<file path="src/rtl/elevator_pkg.sv">
// Shared engine command codes and controller state encoding for the SCAN elevator.
package elevator_pkg;

    localparam logic [1:0] ENG_OFF = 2'b00;
    localparam logic [1:0] ENG_UP  = 2'b10;
    localparam logic [1:0] ENG_DN  = 2'b11;

    typedef logic [1:0] state_t;

    localparam state_t IDLE      = 2'd0;
    localparam state_t DOOR_OPEN = 2'd1;
    localparam state_t MOVE_UP   = 2'd2;
    localparam state_t MOVE_DOWN = 2'd3;

endpackage

</file>
<file path="src/rtl/elevator_req_latch.sv">
// Per-floor call capture: rising edge of either panel, held in a pending register.
module elevator_req_latch
    import elevator_pkg::*;
#(
    parameter int FLOORS = 4
) (
    input  logic              CLK,
    input  logic              RST,
    input  logic [FLOORS-1:0] interior_panel,
    input  logic [FLOORS-1:0] exterior_panel,
    input  logic [FLOORS-1:0] set_mask,
    input  logic [FLOORS-1:0] clr,
    output logic [FLOORS-1:0] call,
    output logic [FLOORS-1:0] pending
);

    logic [FLOORS-1:0] panel;
    logic [FLOORS-1:0] panel_q;

    assign panel = interior_panel | exterior_panel;
    assign call  = panel & ~panel_q;

    // Clear dominates so an arrival never leaves its own request behind.
    always_ff @(posedge CLK or negedge RST) begin
        if (!RST) begin
            panel_q <= '0;
            pending <= '0;
        end else begin
            panel_q <= panel;
            pending <= (pending | (call & set_mask)) & ~clr;
        end
    end

endmodule

</file>
<file path="src/rtl/elevator_ctrl_n.sv">
// N-floor SCAN elevator controller: FSM, position/direction, travel and dwell timers.
//
//  state     | meaning
//  ----------+-----------------------------------------------------------
//  IDLE      | parked, door of current floor open, choosing next direction
//  DOOR_OPEN | just arrived, dwell timer running, door open
//  MOVE_UP   | engine up, travel timer counts down to next floor
//  MOVE_DOWN | engine down, travel timer counts down to next floor
module elevator_ctrl_n
    import elevator_pkg::*;
#(
    parameter  int FLOORS        = 4,
    parameter  int DOOR_CYCLES   = 8,
    parameter  int TRAVEL_CYCLES = 4,
    localparam int FW            = $clog2(FLOORS)
) (
    input  logic              CLK,
    input  logic              RST,
    input  logic [FLOORS-1:0] interior_panel,
    input  logic [FLOORS-1:0] exterior_panel,
    output logic [1:0]        engine,
    output logic [FLOORS-1:0] doors,
    output logic [FW-1:0]     floor,
    output logic              direction,
    output logic [FLOORS-1:0] pending
);

    localparam int TW = (TRAVEL_CYCLES > 1) ? $clog2(TRAVEL_CYCLES) : 1;
    localparam int DW = (DOOR_CYCLES > 1) ? $clog2(DOOR_CYCLES) : 1;
    localparam logic [TW-1:0] TRAVEL_LOAD = TW'(TRAVEL_CYCLES - 1);
    localparam logic [DW-1:0] DWELL_LOAD  = DW'(DOOR_CYCLES - 1);
    localparam logic [FLOORS-1:0] ONE     = {{(FLOORS-1){1'b0}}, 1'b1};

    state_t            state;
    logic [TW-1:0]     travel_cnt;
    logic [DW-1:0]     dwell_cnt;

    logic [FLOORS-1:0] call;
    logic [FLOORS-1:0] set_mask;
    logic [FLOORS-1:0] clr;
    logic [FLOORS-1:0] floor_oh;
    logic [FLOORS-1:0] next_oh;
    logic [FLOORS-1:0] above_mask;
    logic [FLOORS-1:0] below_mask;
    logic [FW-1:0]     next_floor;
    logic              moving;
    logic              call_above;
    logic              call_below;
    logic              arrive;
    logic              here_call;

    elevator_req_latch #(.FLOORS(FLOORS)) u_req (
        .CLK            (CLK),
        .RST            (RST),
        .interior_panel (interior_panel),
        .exterior_panel (exterior_panel),
        .set_mask       (set_mask),
        .clr            (clr),
        .call           (call),
        .pending        (pending)
    );

    always_comb begin
        above_mask = '0;
        below_mask = '0;
        for (int i = 0; i < FLOORS; i++) begin
            above_mask[i] = (i > int'(floor));
            below_mask[i] = (i < int'(floor));
        end
    end

    assign moving     = (state == MOVE_UP) || (state == MOVE_DOWN);
    assign floor_oh   = ONE << floor;
    assign next_floor = (state == MOVE_UP) ? floor + 1'b1 : floor - 1'b1;
    assign next_oh    = ONE << next_floor;
    assign call_above = |(pending & above_mask);
    assign call_below = |(pending & below_mask);
    assign arrive     = moving && (travel_cnt == '0) && |(pending & next_oh);
    assign clr        = arrive ? next_oh : '0;
    // While parked or dwelling, the current floor is already served.
    assign set_mask   = moving ? '1 : ~floor_oh;
    assign here_call  = (state == DOOR_OPEN) && |(call & floor_oh);

    always_ff @(posedge CLK or negedge RST) begin
        if (!RST) begin
            state      <= IDLE;
            floor      <= '0;
            direction  <= 1'b1;
            engine     <= ENG_OFF;
            doors      <= ONE;
            travel_cnt <= '0;
            dwell_cnt  <= '0;
        end else begin
            case (state)
                IDLE: begin
                    engine <= ENG_OFF;
                    doors  <= floor_oh;
                    // Keep heading up while calls remain above; otherwise serve below.
                    if (call_above && (direction || !call_below)) begin
                        state      <= MOVE_UP;
                        direction  <= 1'b1;
                        engine     <= ENG_UP;
                        doors      <= '0;
                        travel_cnt <= TRAVEL_LOAD;
                    end else if (call_below) begin
                        state      <= MOVE_DOWN;
                        direction  <= 1'b0;
                        engine     <= ENG_DN;
                        doors      <= '0;
                        travel_cnt <= TRAVEL_LOAD;
                    end
                end
                MOVE_UP, MOVE_DOWN: begin
                    if (travel_cnt == '0) begin
                        floor <= next_floor;
                        if (arrive) begin
                            state     <= DOOR_OPEN;
                            engine    <= ENG_OFF;
                            doors     <= next_oh;
                            dwell_cnt <= DWELL_LOAD;
                        end else begin
                            travel_cnt <= TRAVEL_LOAD;
                        end
                    end else begin
                        travel_cnt <= travel_cnt - 1'b1;
                    end
                end
                DOOR_OPEN: begin
                    if (here_call) begin
                        dwell_cnt <= DWELL_LOAD;
                    end else if (dwell_cnt == '0) begin
                        state <= IDLE;
                    end else begin
                        dwell_cnt <= dwell_cnt - 1'b1;
                    end
                end
                default: state <= IDLE;
            endcase
        end
    end

endmodule

</file>
<file path="config.mk">
export PLATFORM = sky130hd
export DESIGN_NAME = elevator_ctrl_n
export DESIGN_NICKNAME = d
export VERILOG_FILES = /design/src/rtl/elevator_pkg.sv /design/src/rtl/elevator_req_latch.sv /design/src/rtl/elevator_ctrl_n.sv
export SDC_FILE = /design/constraint.sdc
export NUM_CORES = 1
export LEC_CHECK = 0
export BUFFER_PORTS_ARGS = -buffer_cell sky130_fd_sc_hd__buf_2
export CORE_UTILIZATION = 53
export CTS_BUF_LIST = sky130_fd_sc_hd__clkbuf_8
export CTS_CLUSTER_DIAMETER = 60
export DETAILED_ROUTE_END_ITERATION = 10
export PLACE_DENSITY = 0.76
export SYNTH_ARGS = -nofsm -noshare
export SYNTH_HDL_FRONTEND = slang
export SYNTH_SLANG_ARGS = --single-unit
</file>
<file path="constraint.sdc">
create_clock -name CLK -period 2.4 [get_ports CLK]
set_input_delay 0.48 -clock CLK [delete_from_list [all_inputs] [get_ports CLK]]
set_output_delay 0.48 -clock CLK [all_outputs]
set_load 0.02 [all_outputs]
</file>
==> run_results.csv <==
group,metric,value,unit
run_status,outcome,"finished, final reports clean",
logic_synthesis,syn_nets,151,
clocking,cts_resized,0,
layout,fillers,216,
floorplan,dieArea,2910,um2
timing,post-route-min-period,2.14,ns
timing,relSlewSlack,0.659,
floorplan,start_util,0.566,
layout,multi_input_area,757,um2
routing,vias,1096,
timing,worst_slew_pin_slew,0.498,ns
timing,hold_slack,0.175,ns
routing,drc_errors,0,
grt,grt_pass1_wl,4600,um
logic_synthesis,synth-seq-cells,24,
placed_design,gp_congestion,0.919,
clocking,cts_buffers,3,
worst_setup_path,path_max_fanout,9,
grt,antenna_found_initial,0,
grt,grt.total_usage,0.229,
layout,diodes,0,
timing,skew,0.00840,ns
worst_setup_path,end_kind,"flip-flop",
routing,routedWlPerCell,15.2,um
worst_setup_path,cp.required,2.56,ns
logic_synthesis,synth-edff-count,0,
clocking,clk_path_buf_depth,2,
clocking,cts_tree,"yes",
placed_design,dpl.hpwl,2260,um
routing,detail-route-antenna-nets,0,
grt,grt_pass1_vias,1103,
pwr,vdd_drop_max,0.791,mV
timing,tns,0,ns
logic_synthesis,synth_top_area_frac,0.386,
logic_synthesis,ys_types,45,
routing,drt_iter0_drc,14,
logic_synthesis,yosys_warnings,0,
floorplan,die_w,53.9,um
timing,finalMaxSlewViolations,0,
floorplan,coreArea,2520,um2
layout,seq_area,603,um2
pwr,leakage,0.757,nW
clocking,clock_latency,0.27,ns
run,max_cap_viol_count,0,
routing,first_pass_iters,6,
grt,grt_max_degree,25,
logic_synthesis,netlist_instances,132,
layout,drive_gt1_frac,0.304,
floorplan,rows,18,
clocking,cts.sinks,24,
timing,fin_crit_sh,0.890,
floorplan,dieHeight,53.9,um
logic_synthesis,synth_area,1430,um2
logic_synthesis,synth_area_leaders,"dfrtp_1 39%, ha_1 7.9%, dfstp_2 3.7%",
pwr,power.total,2.39,mW
timing,hold_viol,0,
timing,fmax,468,MHz
floorplan,ios,23,
layout,nets,178,
placed_design,portBuffers,22,
clocking,postCtsHoldBufs,0,
timing,grt_setup_unrepaired,"no",
layout,final_area,1630,um2
worst_setup_path,crit_type,"reg2reg",
logic_synthesis,seq_area_frac_synth,0.422,
worst_setup_path,reg2reg_setup_slack,0.26,ns
logic_synthesis,yosysTopAreaCell,"dfrtp_1",
routing,routed_wl,2860,um
clocking,cts_setup_buffers,0,
grt,grt_overflow,0,
placed_design,placed_area,1580,um2
clocking,path_clk_slew,0.09,ns
hold_path,hp-class,"in2async",
routing,via_per_inst,5.83,
worst_setup_path,crit_path_start_kind,"flip-flop",
layout,final_util,0.646,
timing,setup_viol,0,
clocking,root_buffer,"clkbuf_8",
clocking,htreeDepth,1,
layout,final_cell_mix,"22 x dfrtp_1, 22 x buf_2, 12 x inv_1, 9 x nand2_1, 9 x ha_1",
layout,synthToLayoutAreaGrowth,14.2,%
logic_synthesis,syn_area_per_cell,10.8,um2
logic_synthesis,synth_ff_type,"dfrtp_1",
worst_setup_path,cp.arrival,2.30,ns
pwr,cellPowerDensity,1470,nW/um2
logic_synthesis,synthArstFlopShare,1.00,
final cells by class:
class	count	area share
well taps	30	0.0230
flip-flops and latches	24	0.370
repair buffers	25	0.0814
multi-input cells	93	0.464
clock buffers	4	0.0338
inverters	12	0.0276
worst max-delay path, cell delays in order (launching register included):
cell and delay (ns):
dfrtp_1 0.47, inv_1 0.13, ha_1 0.42, inv_1 0.13, o221ai_1 0.16, a31oi_4 0.34, mux2_2 0.38
cells by family (layout without fill, tap and decap cells):
kind of cell,Yosys count,count (layout),synth area share
AOI/OAI and AO/OA,42,42,0.247
xor gates and xnor gates,3,3,0.0316
adders and majority gates,9,9,0.0789
buffers and inverters,15,41,0.0473
DFF,24,24,0.422
muxes,6,6,0.0473
and+or+nand+nor,33,33,0.125
per-layer routing:
metal  GRT usage  share of wire  wire, um  up-vias
met4       0.167          0.030        86        0
li1            -              -         -      527
met1       0.250           0.44      1250      533
met2       0.393           0.50      1430       27
met5           0              0         0        -
met3      0.0395          0.034        96        9
path summary, 6_finish.rpt:
kind | end | cells past startpoint | startpoint
worst min-delay path | u_req.panel_q[3] | 1 | RST
max in group asynchronous | direction | 1 | RST
min in group CLK | u_req.panel_q[3] | 2 | exterior_panel[3]
worst max-delay path | doors[3] | 6 | floor[0]
worst max register to register | doors[3] | 6 | floor[0]
worst min register to register | engine[0] | 1 | engine[0]
registers in the layout (all words and copies together), names as in the netlist:
register,flops
doors,4
u_req.panel_q,4
u_req.pending,4
dwell_cnt,3
engine,2
floor,2
state,2
travel_cnt,2
direction,1
cell usage after synthesis, drive strengths merged, types with 3 or more instances:
master,count
inv,12
o21ai,3
mux2,3
xnor2,3
nor2,5
o21ba,4
nand2,9
a21oi,8
dfrtp,22
nand2b,6
o22ai,3
ha,9
or2,5
mux2i,3
a31oi,5
per-stage QoR:
step | instances | setup WS (ns)
after floorplan | 132 | 0.130
after global placement | 184 | 0.332
after detailed placement | 184 | 0.283
after CTS | 188 | 0.269
after global routing | 188 | 0.123
final | 188 | 0.264
report_power, final:
part	leakage, nW	total, mW	internal [mW]	switching, mW
registers	0.265	0.716	0.549	0.167
logic	0.464	1.40	0.635	0.766
clock network	0.0288	0.276	0.147	0.129
total	0.757	2.39	1.33	1.06
(Power assumes the default switching activity.)
